`src/rtl/fwd_pipe_tracker.sv`:
```
// Decode-side forwarding producer: tracks destination/write fields through the EX (_Reg) and
// MEM (_Ex) slots, owns the NZVC flags, and detects load-use hazards with a stall counter.
module fwd_pipe_tracker #(
  parameter int unsigned REG_W    = 5,
  parameter int unsigned ZERO_REG = 31,
  parameter int unsigned CNT_W    = 16
) (
  input  logic             clk,
  input  logic             reset,
  input  logic [REG_W-1:0] Rd_Dec,
  input  logic             RegWrite_Dec,
  input  logic [1:0]       RegWrSrc_Dec,
  input  logic             SetFlag_Dec,
  input  logic             MemRead_Dec,
  input  logic [REG_W-1:0] RegReadA,
  input  logic [REG_W-1:0] RegReadB,
  input  logic             flush,
  input  logic             NewZero,
  input  logic             NewNegative,
  input  logic             NewOverflow,
  input  logic             NewCarryout,
  output logic [REG_W-1:0] Rd_Reg,
  output logic             RegWrite_Reg,
  output logic [1:0]       RegWrSrc_Reg,
  output logic             SetFlag_Reg,
  output logic             MemRead_Reg,
  output logic [REG_W-1:0] Rd_Ex,
  output logic             RegWrite_Ex,
  output logic [1:0]       RegWrSrc_Ex,
  output logic             zero,
  output logic             negative,
  output logic             overflow,
  output logic             carryout,
  output logic             stall,
  output logic [CNT_W-1:0] stall_count
);

  localparam logic [REG_W-1:0] ZeroIdx = REG_W'(ZERO_REG);

  logic [REG_W-1:0] rd_reg_d;
  logic             reg_write_reg_d;
  logic [1:0]       reg_wr_src_reg_d;
  logic             set_flag_reg_d;
  logic             mem_read_reg_d;

  // Load in EX whose result a decode source needs; flush kills the consumer so no hazard.
  always_comb begin
    stall = MemRead_Reg & RegWrite_Reg & (Rd_Reg != ZeroIdx) &
            ((RegReadA == Rd_Reg) | (RegReadB == Rd_Reg)) & ~flush;
  end

  always_comb begin
    rd_reg_d         = Rd_Dec;
    reg_write_reg_d  = RegWrite_Dec;
    reg_wr_src_reg_d = RegWrSrc_Dec;
    set_flag_reg_d   = SetFlag_Dec;
    mem_read_reg_d   = MemRead_Dec;
    if (flush || stall) begin
      rd_reg_d         = ZeroIdx;
      reg_write_reg_d  = 1'b0;
      reg_wr_src_reg_d = 2'b00;
      set_flag_reg_d   = 1'b0;
      mem_read_reg_d   = 1'b0;
    end
  end

  always_ff @(posedge clk) begin
    if (reset) begin
      Rd_Reg       <= ZeroIdx;
      RegWrite_Reg <= 1'b0;
      RegWrSrc_Reg <= 2'b00;
      SetFlag_Reg  <= 1'b0;
      MemRead_Reg  <= 1'b0;
      Rd_Ex        <= ZeroIdx;
      RegWrite_Ex  <= 1'b0;
      RegWrSrc_Ex  <= 2'b00;
      zero         <= 1'b0;
      negative     <= 1'b0;
      overflow     <= 1'b0;
      carryout     <= 1'b0;
      stall_count  <= '0;
    end else begin
      Rd_Reg       <= rd_reg_d;
      RegWrite_Reg <= reg_write_reg_d;
      RegWrSrc_Reg <= reg_wr_src_reg_d;
      SetFlag_Reg  <= set_flag_reg_d;
      MemRead_Reg  <= mem_read_reg_d;
      // MEM slot is never held: a stalled load still advances.
      Rd_Ex        <= Rd_Reg;
      RegWrite_Ex  <= RegWrite_Reg;
      RegWrSrc_Ex  <= RegWrSrc_Reg;
      if (SetFlag_Reg) begin
        zero     <= NewZero;
        negative <= NewNegative;
        overflow <= NewOverflow;
        carryout <= NewCarryout;
      end
      if (stall && (stall_count != {CNT_W{1'b1}})) begin
        stall_count <= stall_count + CNT_W'(1);
      end
    end
  end

endmodule
```
`config.mk`:
```
export PLATFORM = sky130hd
export DESIGN_NAME = fwd_pipe_tracker
export DESIGN_NICKNAME = d
export VERILOG_FILES = /design/src/rtl/fwd_pipe_tracker.sv
export SDC_FILE = /design/constraint.sdc
export NUM_CORES = 1
export LEC_CHECK = 0
export CORE_ASPECT_RATIO = 2
export CORE_MARGIN = 2
export CORE_UTILIZATION = 45
export CTS_BUF_LIST = sky130_fd_sc_hd__clkbuf_8
export CTS_CLUSTER_SIZE = 14
export DETAILED_ROUTE_END_ITERATION = 6
export GPL_TIMING_DRIVEN = 0
export HOLD_SLACK_MARGIN = 0.03
export PLACE_DENSITY = 0.82
export SLEW_MARGIN = 10
export SYNTH_ARGS = -nofsm -noshare
export SYNTH_HDL_FRONTEND = slang
export SYNTH_SLANG_ARGS = --single-unit
```
`constraint.sdc`:
```
create_clock -name clk -period 3.1 [get_ports clk]
set_input_delay 0.775 -clock clk [delete_from_list [all_inputs] [get_ports clk]]
set_output_delay 0.775 -clock clk [all_outputs]
set_load 0.1 [all_outputs]
```
==> impl_summary.md, run 1 <==
Status
The flow ran to the end, and the final reports show no timing, DRC or antenna violations.

GRT
The wire length of the first global-routing pass is 7507 um. The total global-route track usage is 23.74%. Entering global routing, the biggest net connects 12 pins. The number of antenna violations at the first check in global routing is 0.

The number of global-route vias before repair is 1607. The total overflow left after global routing is 0.

Die
The die is 91.06 um tall. The overall die width is 47.53 um. In this run the core area contains 31 standard-cell rows. During I/O placement, the number of pins put on the boundary was 66. The floorplan step defined a die boundary enclosing 0.004328 mm^2. The core region is 0.003607 mm^2. Once the floorplan was initialized, standard cells occupied 47.28% of the core.

Cells and area
The area growth from synthesis to final layout is 52.82%. The most common library cell in the layout ignoring fill and taps is sky130_fd_sc_hd__clkdlybuf4s50_1. The multi-input logic area is 918.4 um^2. The number of antenna diodes in the final layout is 0. In the layout the commonest cells are 64 x sky130_fd_sc_hd__clkdlybuf4s50_1, 33 x sky130_fd_sc_hd__dfxtp_1, 11 x sky130_fd_sc_hd__nor2_1, 10 x sky130_fd_sc_hd__xor2_1. Summing all flip-flop and latch instances after layout gives 767.0 um^2. The post-layout utilization of the core is 72.25%. Counting the fill cells in the layout gives 299. The count of placed standard cells in the final layout, fillers left out is 302.

The net count of the finished layout is 281. The post-route netlist has 15.42% of its cells at a drive strength greater than 1.

STA
Across the routed clock network, the largest skew measured is 8.153 ps. The final total negative setup slack is 0 ps. The count of endpoints failing hold in the final timing report is 0. Setup repair after global routing left no endpoint under its margin. Static timing analysis puts the maximum clock frequency at 0.3290 GHz. The number of slew-limit violations in the final report was 0. The worst path uses 98.06% of the clock period. The post-layout minimum cycle time is 3040 ps. At the pin with the least slew margin, the transition time is 1022 ps. Setup violations remaining at the end of the flow were counted as 0. The worst pin sits at a relative slew slack of 31.67%.

CTS
Clock-pin slew was measured on the worst setup and hold paths at 70 ps. In this run the deepest clock path goes through 2 buffers. The clock reaches the later pin of the worst-skew pair after 290 ps. The clock drives 38 sinks. The CTS buffer count is 5. The post-cts hold buffer count is 0. The CTS tree is done.

CTS placed an instance of sky130_fd_sc_hd__clkbuf_8 at the clock tree root. The number of levels the H-tree was split into is 2.

Run
The max-capacitance violation count is 0.

Synthesis
The synthesized area per cell is 9.635 um^2. The unique cell type count in the Yosys netlist is 37. The share of synthesized area occupied by flip-flops and latches is 44.61%.

The total nets after synthesis is 205. The cell count after synthesis is 177. Yosys printed 0 warnings.

The combined area of all synthesized cells is 0.001705 mm^2. The register bit count reported by yosys is 38.

Critical path
STA puts the critical path data required time at 2320 ps. The critical path class is input pin to output port. The worst setup path is captured at an output port. The category of the worst setup path launch point is an input pin. The worst path arrival time is 2260 ps.

Of all nets on the critical path, the largest fanout is 5.

Route
After the first detailed-routing iteration, the DRC count stood at 45. The via-per-instance ratio is 5.487. After detailed routing, the number of remaining DRC violations is 0.

The number of detailed-route iterations in the first pass is 4. After detailed routing, the total wire length is 4674 um. Dividing the detail-routed wire length by the instance count gives 15.48 um. The via count of the routed design is 1657. Once detail routing completed, the nets flagged for antenna violations numbered 0.

Pwr
The cell leakage power is 0.9524 nW. The worst-case IR drop observed on VDD is 0.4554 mV. Dividing total power by cell area gives a power density of 426.6 mW/mm^2.

Placed design
In this run the tool buffered the top-level ports with 65 buffer cells. The total instance count after detailed placement is 291. Routability-driven placement finished with a final weighted congestion of 0.8730. Detailed placement ended at an HPWL of 3443 um.

Min path
The path class of the tightest hold or removal check is flop to flop.
[timing repair]
| action | 4_1_cts | 5_1_grt |
|---|---|---|
| endpoints found under the setup margin | 1 | 1 |
| pin swaps | 3 | 3 |
| gates resized for setup | 11 | 0 |
| buffers inserted | 3 | 2 |
[report_power, final]
part / internal (mW) / switching (mW) / leakage (nW) / total [mW]
logic: 0.0658 / 0.113 / 0.588 / 0.179
clock network: 0.257 / 0.170 / 0.0573 / 0.428
registers: 0.498 / 0.00727 / 0.307 / 0.506
[critical path: stages]
cell                              delay [ps]
sky130_fd_sc_hd__clkdlybuf4s50_1         410
sky130_fd_sc_hd__xor2_1                  160
sky130_fd_sc_hd__nor3_2                  200
sky130_fd_sc_hd__a22oi_2                 140
sky130_fd_sc_hd__buf_6                   150
sky130_fd_sc_hd__nor3_4                  210
sky130_fd_sc_hd__buf_12                  210
[registers in the layout (all words and copies together) (netlist names)]
register and cells:
RegWrite_Reg 1, RegWrSrc_Ex 2, Rd_Reg 5, SetFlag_Reg 1, Rd_Ex 5, overflow 1
RegWrSrc_Reg 2, MemRead_Reg 1, stall_count 16, negative 1, carryout 1, RegWrite_Ex 1
zero 1
[kinds of logic after synthesis]
logic type,Yosys count,synth area share (%)
xor+xnor,10,5.135
fa+ha+maj,1,0.7336
simple gates,82,28.54
buf+inv,10,2.788
mux,9,5.649
flops,38,44.61
compound gates,27,12.55
[layout make-up]
class	count	share of cell area, %
multi-input combinational	129	35.24
sequential	38	29.43
timing repair buffer	70	26.79
clock buffer	6	3.169
tap	49	2.352
buffer	7	1.584
clock inverter	1	1.152
inverter	2	0.2880
[per-stage QoR]
step / area [um^2] / total power, mW / setup WS [ps] / hold slack [ps]
3_3_place_gp: 2447 / 0.6887 / -1147 / 439.8
3_5_place_dp: 2447 / 0.6906 / -1145 / 465.9
4_1_cts: 2603 / 1.123 / 1.988 / 476.7
6_report: 2606 / 1.112 / 60.15 / 470.6
5_1_grt: 2606 / 1.152 / 7.872 / 489.8
2_1_floorplan: 1735 / 0.6255 / -53.63 / 876.4
[per-layer routing]
layer,part of all wire [%],track usage (%),wire length [um],vias to the layer above
met5,0,0,0,-
met4,4.2,11.94,194,0
met3,4.5,4.970,210,16
met2,58,41.33,2694,61
met1,34,24.50,1575,780
li1,-,-,-,800
[worst paths after layout]
| check | start | end | slack, ps | cells after the start |
|---|---|---|---|---|
| min | RegWrSrc_Reg[1] | RegWrSrc_Ex[1] | 470 | 1 |
| max | RegReadB[4] | stall | 60 | 7 |
| max reg2reg | stall_count[0] | stall_count[2] | 1070 | 6 |
| min reg2reg | RegWrSrc_Reg[1] | RegWrSrc_Ex[1] | 470 | 1 |
[synth_stat cells (all sizes together)]
library cell / instances / area (um^2)
a211o: 1 / 17.52
a21oi: 7 / 35.03
a22oi: 1 / 12.51
a31o: 1 / 8.760
and2: 6 / 37.54
and3: 2 / 12.51
and4: 3 / 28.78
buf: 3 / 21.27
clkbuf: 5 / 18.77
dfxtp: 38 / 760.7
ha: 1 / 12.51
inv: 2 / 7.510
mux2: 5 / 56.30
mux2i: 4 / 40.04
nand2: 8 / 30.03
nand2b: 5 / 31.28
nand3: 6 / 30.03
nand4: 8 / 50.05
nor2: 11 / 41.29
nor2b: 8 / 50.05
nor3: 5 / 25.02
nor3b: 1 / 18.77
nor4: 4 / 25.02
nor4b: 1 / 8.760
o211a: 3 / 30.03
o211ai: 1 / 7.510
o21ai: 1 / 5.000
o221a: 1 / 11.26
o311ai: 2 / 17.52
o31ai: 8 / 60.06
o41ai: 1 / 8.760
or2: 5 / 31.28
or3: 1 / 6.260
or4: 8 / 60.06
xor2: 10 / 87.58
No activity file was read; power rests on OpenSTA's default activity.
==> run 2: changes to the inputs <==
--- a/config.mk
+++ b/config.mk
@@ -5,6 +5,7 @@
 export SDC_FILE = /design/constraint.sdc
 export NUM_CORES = 1
 export LEC_CHECK = 0
+export CAP_MARGIN = 20
 export CORE_ASPECT_RATIO = 2
 export CORE_MARGIN = 2
 export CORE_UTILIZATION = 45
==> results of run 2 <==
No change in the layout: final DEF, timing and power equal those of run 1.
==> run 3: changes to the inputs <==
--- a/config.mk
+++ b/config.mk
@@ -10,11 +10,13 @@
 export CORE_MARGIN = 2
 export CORE_UTILIZATION = 45
 export CTS_BUF_LIST = sky130_fd_sc_hd__clkbuf_8
+export CTS_CLUSTER_DIAMETER = 80
 export CTS_CLUSTER_SIZE = 14
 export DETAILED_ROUTE_END_ITERATION = 6
 export GPL_TIMING_DRIVEN = 0
 export HOLD_SLACK_MARGIN = 0.03
 export PLACE_DENSITY = 0.82
+export RECOVER_POWER = 100
 export SLEW_MARGIN = 10
 export SYNTH_ARGS = -nofsm -noshare
 export SYNTH_HDL_FRONTEND = slang
==> constraint.sdc (replaced) <==
create_clock -name clk -period 3.2 [get_ports clk]
set_input_delay 0.8 -clock clk [delete_from_list [all_inputs] [get_ports clk]]
set_output_delay 0.8 -clock clk [all_outputs]
set_load 0.1 [all_outputs]
==> run 3 against run 2 <==
Clock-buffer cell count unchanged; cell area down 0.53%; clock skew down 1.3 ps; first-iteration DRC count down 31%; via count up 0.36%; critical path depth unchanged; wire length down 1.2%; die area unchanged; clock power down 3%; sequential share of layout area up 0.16 points; utilization down 0.38 points; hold slack worse by 3.6 ps; largest cell class unchanged; largest power group unchanged.
==> impl_summary.md, run 3 (synthesis gave the netlist of run 1 again) <==
Cells and area
Fill cells in the final layout number 301. In the layout the commonest cells are 39 x sky130_fd_sc_hd__dlygate4sd3_1, 33 x sky130_fd_sc_hd__dfxtp_1, 24 x sky130_fd_sc_hd__clkdlybuf4s50_1, 11 x sky130_fd_sc_hd__nor2_1, 9 x sky130_fd_sc_hd__xor2_1. The final layout contains 280 nets. The count of placed standard cells in the final layout, fillers left out is 301. The antenna diode count is 0. The register with the most flip-flops in the layout has 16 of them. Summing all multi-input logic gate instances after layout gives 925.9 um^2. In the final layout, flip-flops and latches occupy 767.0 um^2. From synthesis to final layout, the design area changed by 52.02%. For this run, the share of the core covered by cells in the final layout is 71.87%. The most flop-heavy register is stall_count. The proportion of layout cells with a drive suffix above 1 is 14.29%.

Leaving out fill and tap cells, the most frequent cell in the layout is sky130_fd_sc_hd__dlygate4sd3_1. In the final layout, the registers with the most flip-flops are stall_count: 16 flops, Rd_Ex: 5 flops, Rd_Reg: 5 flops.

Route
The detailed-route wire length is 4619 um. The via count of the routed design is 1663. After the first detailed-routing iteration, the DRC count stood at 31. The number of detailed-route iterations in the first pass is 5. In the final routed layout, each cell accounts on average for 15.35 um.

The via-per-instance ratio is 5.525. The residual antenna-violating net count after detailed routing is 0. The DRC violations left is 0.

CTS
In this run, post-CTS hold repair placed 0 buffers. The CTS clock-pin slew for the worst setup and hold paths is 70 ps. The CTS tree is done. The H-tree was split into 2 levels.

The total clock sinks is 38. The clock reaches the later pin of the worst-skew pair after 290 ps. The CTS buffer count is 5.

The clock root buffer is sky130_fd_sc_hd__clkbuf_8. The clock tree buffer depth is 2.

STA
Setup violations remaining at the end of the flow were counted as 0. The number of slew-limit violations in the final report came to 0. The transition time at the pin with the least slew margin is 1032 ps. Setup repair after global routing left no endpoint under its margin. Static timing analysis puts the maximum clock frequency at 0.3206 GHz. On the final layout, the worst clock skew is 6.831 ps. The worst path needs 3119 ps of the cycle, external delays included. Measured against its own limit, the worst slew margin works out to 30.98%. The count of endpoints failing hold in the final timing report is 0. The period utilization is 97.48%.

Across all setup checks in the final design, the least slack found is 80.79 ps.

Placed design
The detailed-placement wirelength estimate is 3443 um. In this run, placement finished with an instance count of 291. The post-placement setup slack is -1095 ps. The port buffer count is 65. Routability-driven placement finished with a final weighted congestion of 0.8730.

Critical path
STA puts the critical path data arrival time at 2320 ps. The critical path is of the input pin to output port type. The slowest cell on the critical path is sky130_fd_sc_hd__clkdlybuf4s50_1.

The critical path goes through clkdlybuf4s50_1, xor2_1, nor3_2, a22oi_2, buf_6, nor3_4, buf_6. The worst setup path is captured at an output port. In this run the worst path has a maximum fanout of 14.

Counting stages on the worst path, the most repeated cell is sky130_fd_sc_hd__buf_6. The delay contributed by the slowest stage of the critical path is 430 ps. The category of the worst setup path launch point is an input pin. The data required time at the worst endpoint is 2400 ps.

Die
The total die area is 0.004328 mm^2. The floorplan step defined a core boundary enclosing 0.003607 mm^2. The floorplan step set the die width to 47.53 um. The number of rows in the core area is 31. For this configuration, the core starts out at a cell density of 47.28%. The die height is 91.06 um.

66 I/O pins were placed.

GRT
The total global-route track usage is 23.52%. The total congestion overflow after global routing is 0. The largest net degree at the start of global routing is 12. The number of global-route vias before repair is 1597.

The wire length of the first global-routing pass is 7403 um. The number of antenna violations at the first check in global routing was 0.

Pwr
The worst-case vdd ir drop is 0.4407 mV. Dividing total power by cell area gives a power density of 413.5 mW/mm^2. The cell leakage power is 1.021 nW.

Status
The run finished with clean final reports.

Run
The max-capacitance violation count is 0.

Min path
The kind of path behind the tightest hold check is flop to flop.
[run 3: changes by cell type in the layout (fill, tap and decap cells not counted), sizes merged]
cell / delta
buf: -5
dlymetal6s2s: +1
clkdlybuf4s50: -40
dlygate4sd3: +39
clkbuf: +4
[run 3: per-layer routing]
metal | share of wire (%) | track usage [%] | wire [um]
met1 | 34 | 23.75 | 1552
met2 | 57 | 40.54 | 2641
met3 | 4.3 | 5.567 | 199
met4 | 4.9 | 12.84 | 225
met5 | 0 | 0 | 0
[run 3: area by class of cell]
| type | count | area share, % |
|---|---|---|
| clock inverters | 1 | 1.158 |
| well taps | 49 | 2.365 |
| flip-flops and latches | 38 | 29.58 |
| inverters | 2 | 0.2896 |
| plain buffers | 7 | 1.593 |
| repair buffers | 69 | 26.11 |
| multi-input cells | 129 | 35.71 |
| clock buffers | 6 | 3.185 |
[run 3: power breakdown]
group	leakage (nW)	switching [mW]	internal, mW
Clock	0.0573	0.165	0.249
Sequential	0.307	0.00687	0.483
Combinational	0.656	0.109	0.0581
[run 3: per-stage QoR]
stage          power [mW]  TNS [ps]  cell area (um^2)  hold slack, ps
2_1_floorplan      0.6059    -3.626              1735           901.4
3_3_place_gp       0.6671     -1097              2447           439.8
3_5_place_dp       0.6690     -1095              2447           465.9
4_1_cts             1.086         0              2587           476.7
5_1_grt             1.110         0              2592           486.9
6_report            1.072         0              2592           467.0
[run 3: worst max-delay path: cells and delay by family]
family	cells	cell delay, ps
buf+inv	3	850
simple gates	2	360
xor+xnor	1	170
compound gates	1	130
[run 3: repair_timing]
item	CTS	global route
setup endpoints to repair	1	1
pin swaps	2	4
endpoints found under the hold margin	0	0
buffers inserted	1	3
gates resized for setup	11	2
[run 3: worst paths after layout]
check	to	startpoint	slack, ps	cells past startpoint
max	stall	RegReadB[0]	80	7
max reg2reg	stall_count[2]	Rd_Reg[2]	1140	7
min reg2reg	RegWrSrc_Ex[0]	RegWrSrc_Reg[0]	470	1
min	RegWrSrc_Ex[0]	RegWrSrc_Reg[0]	470	1
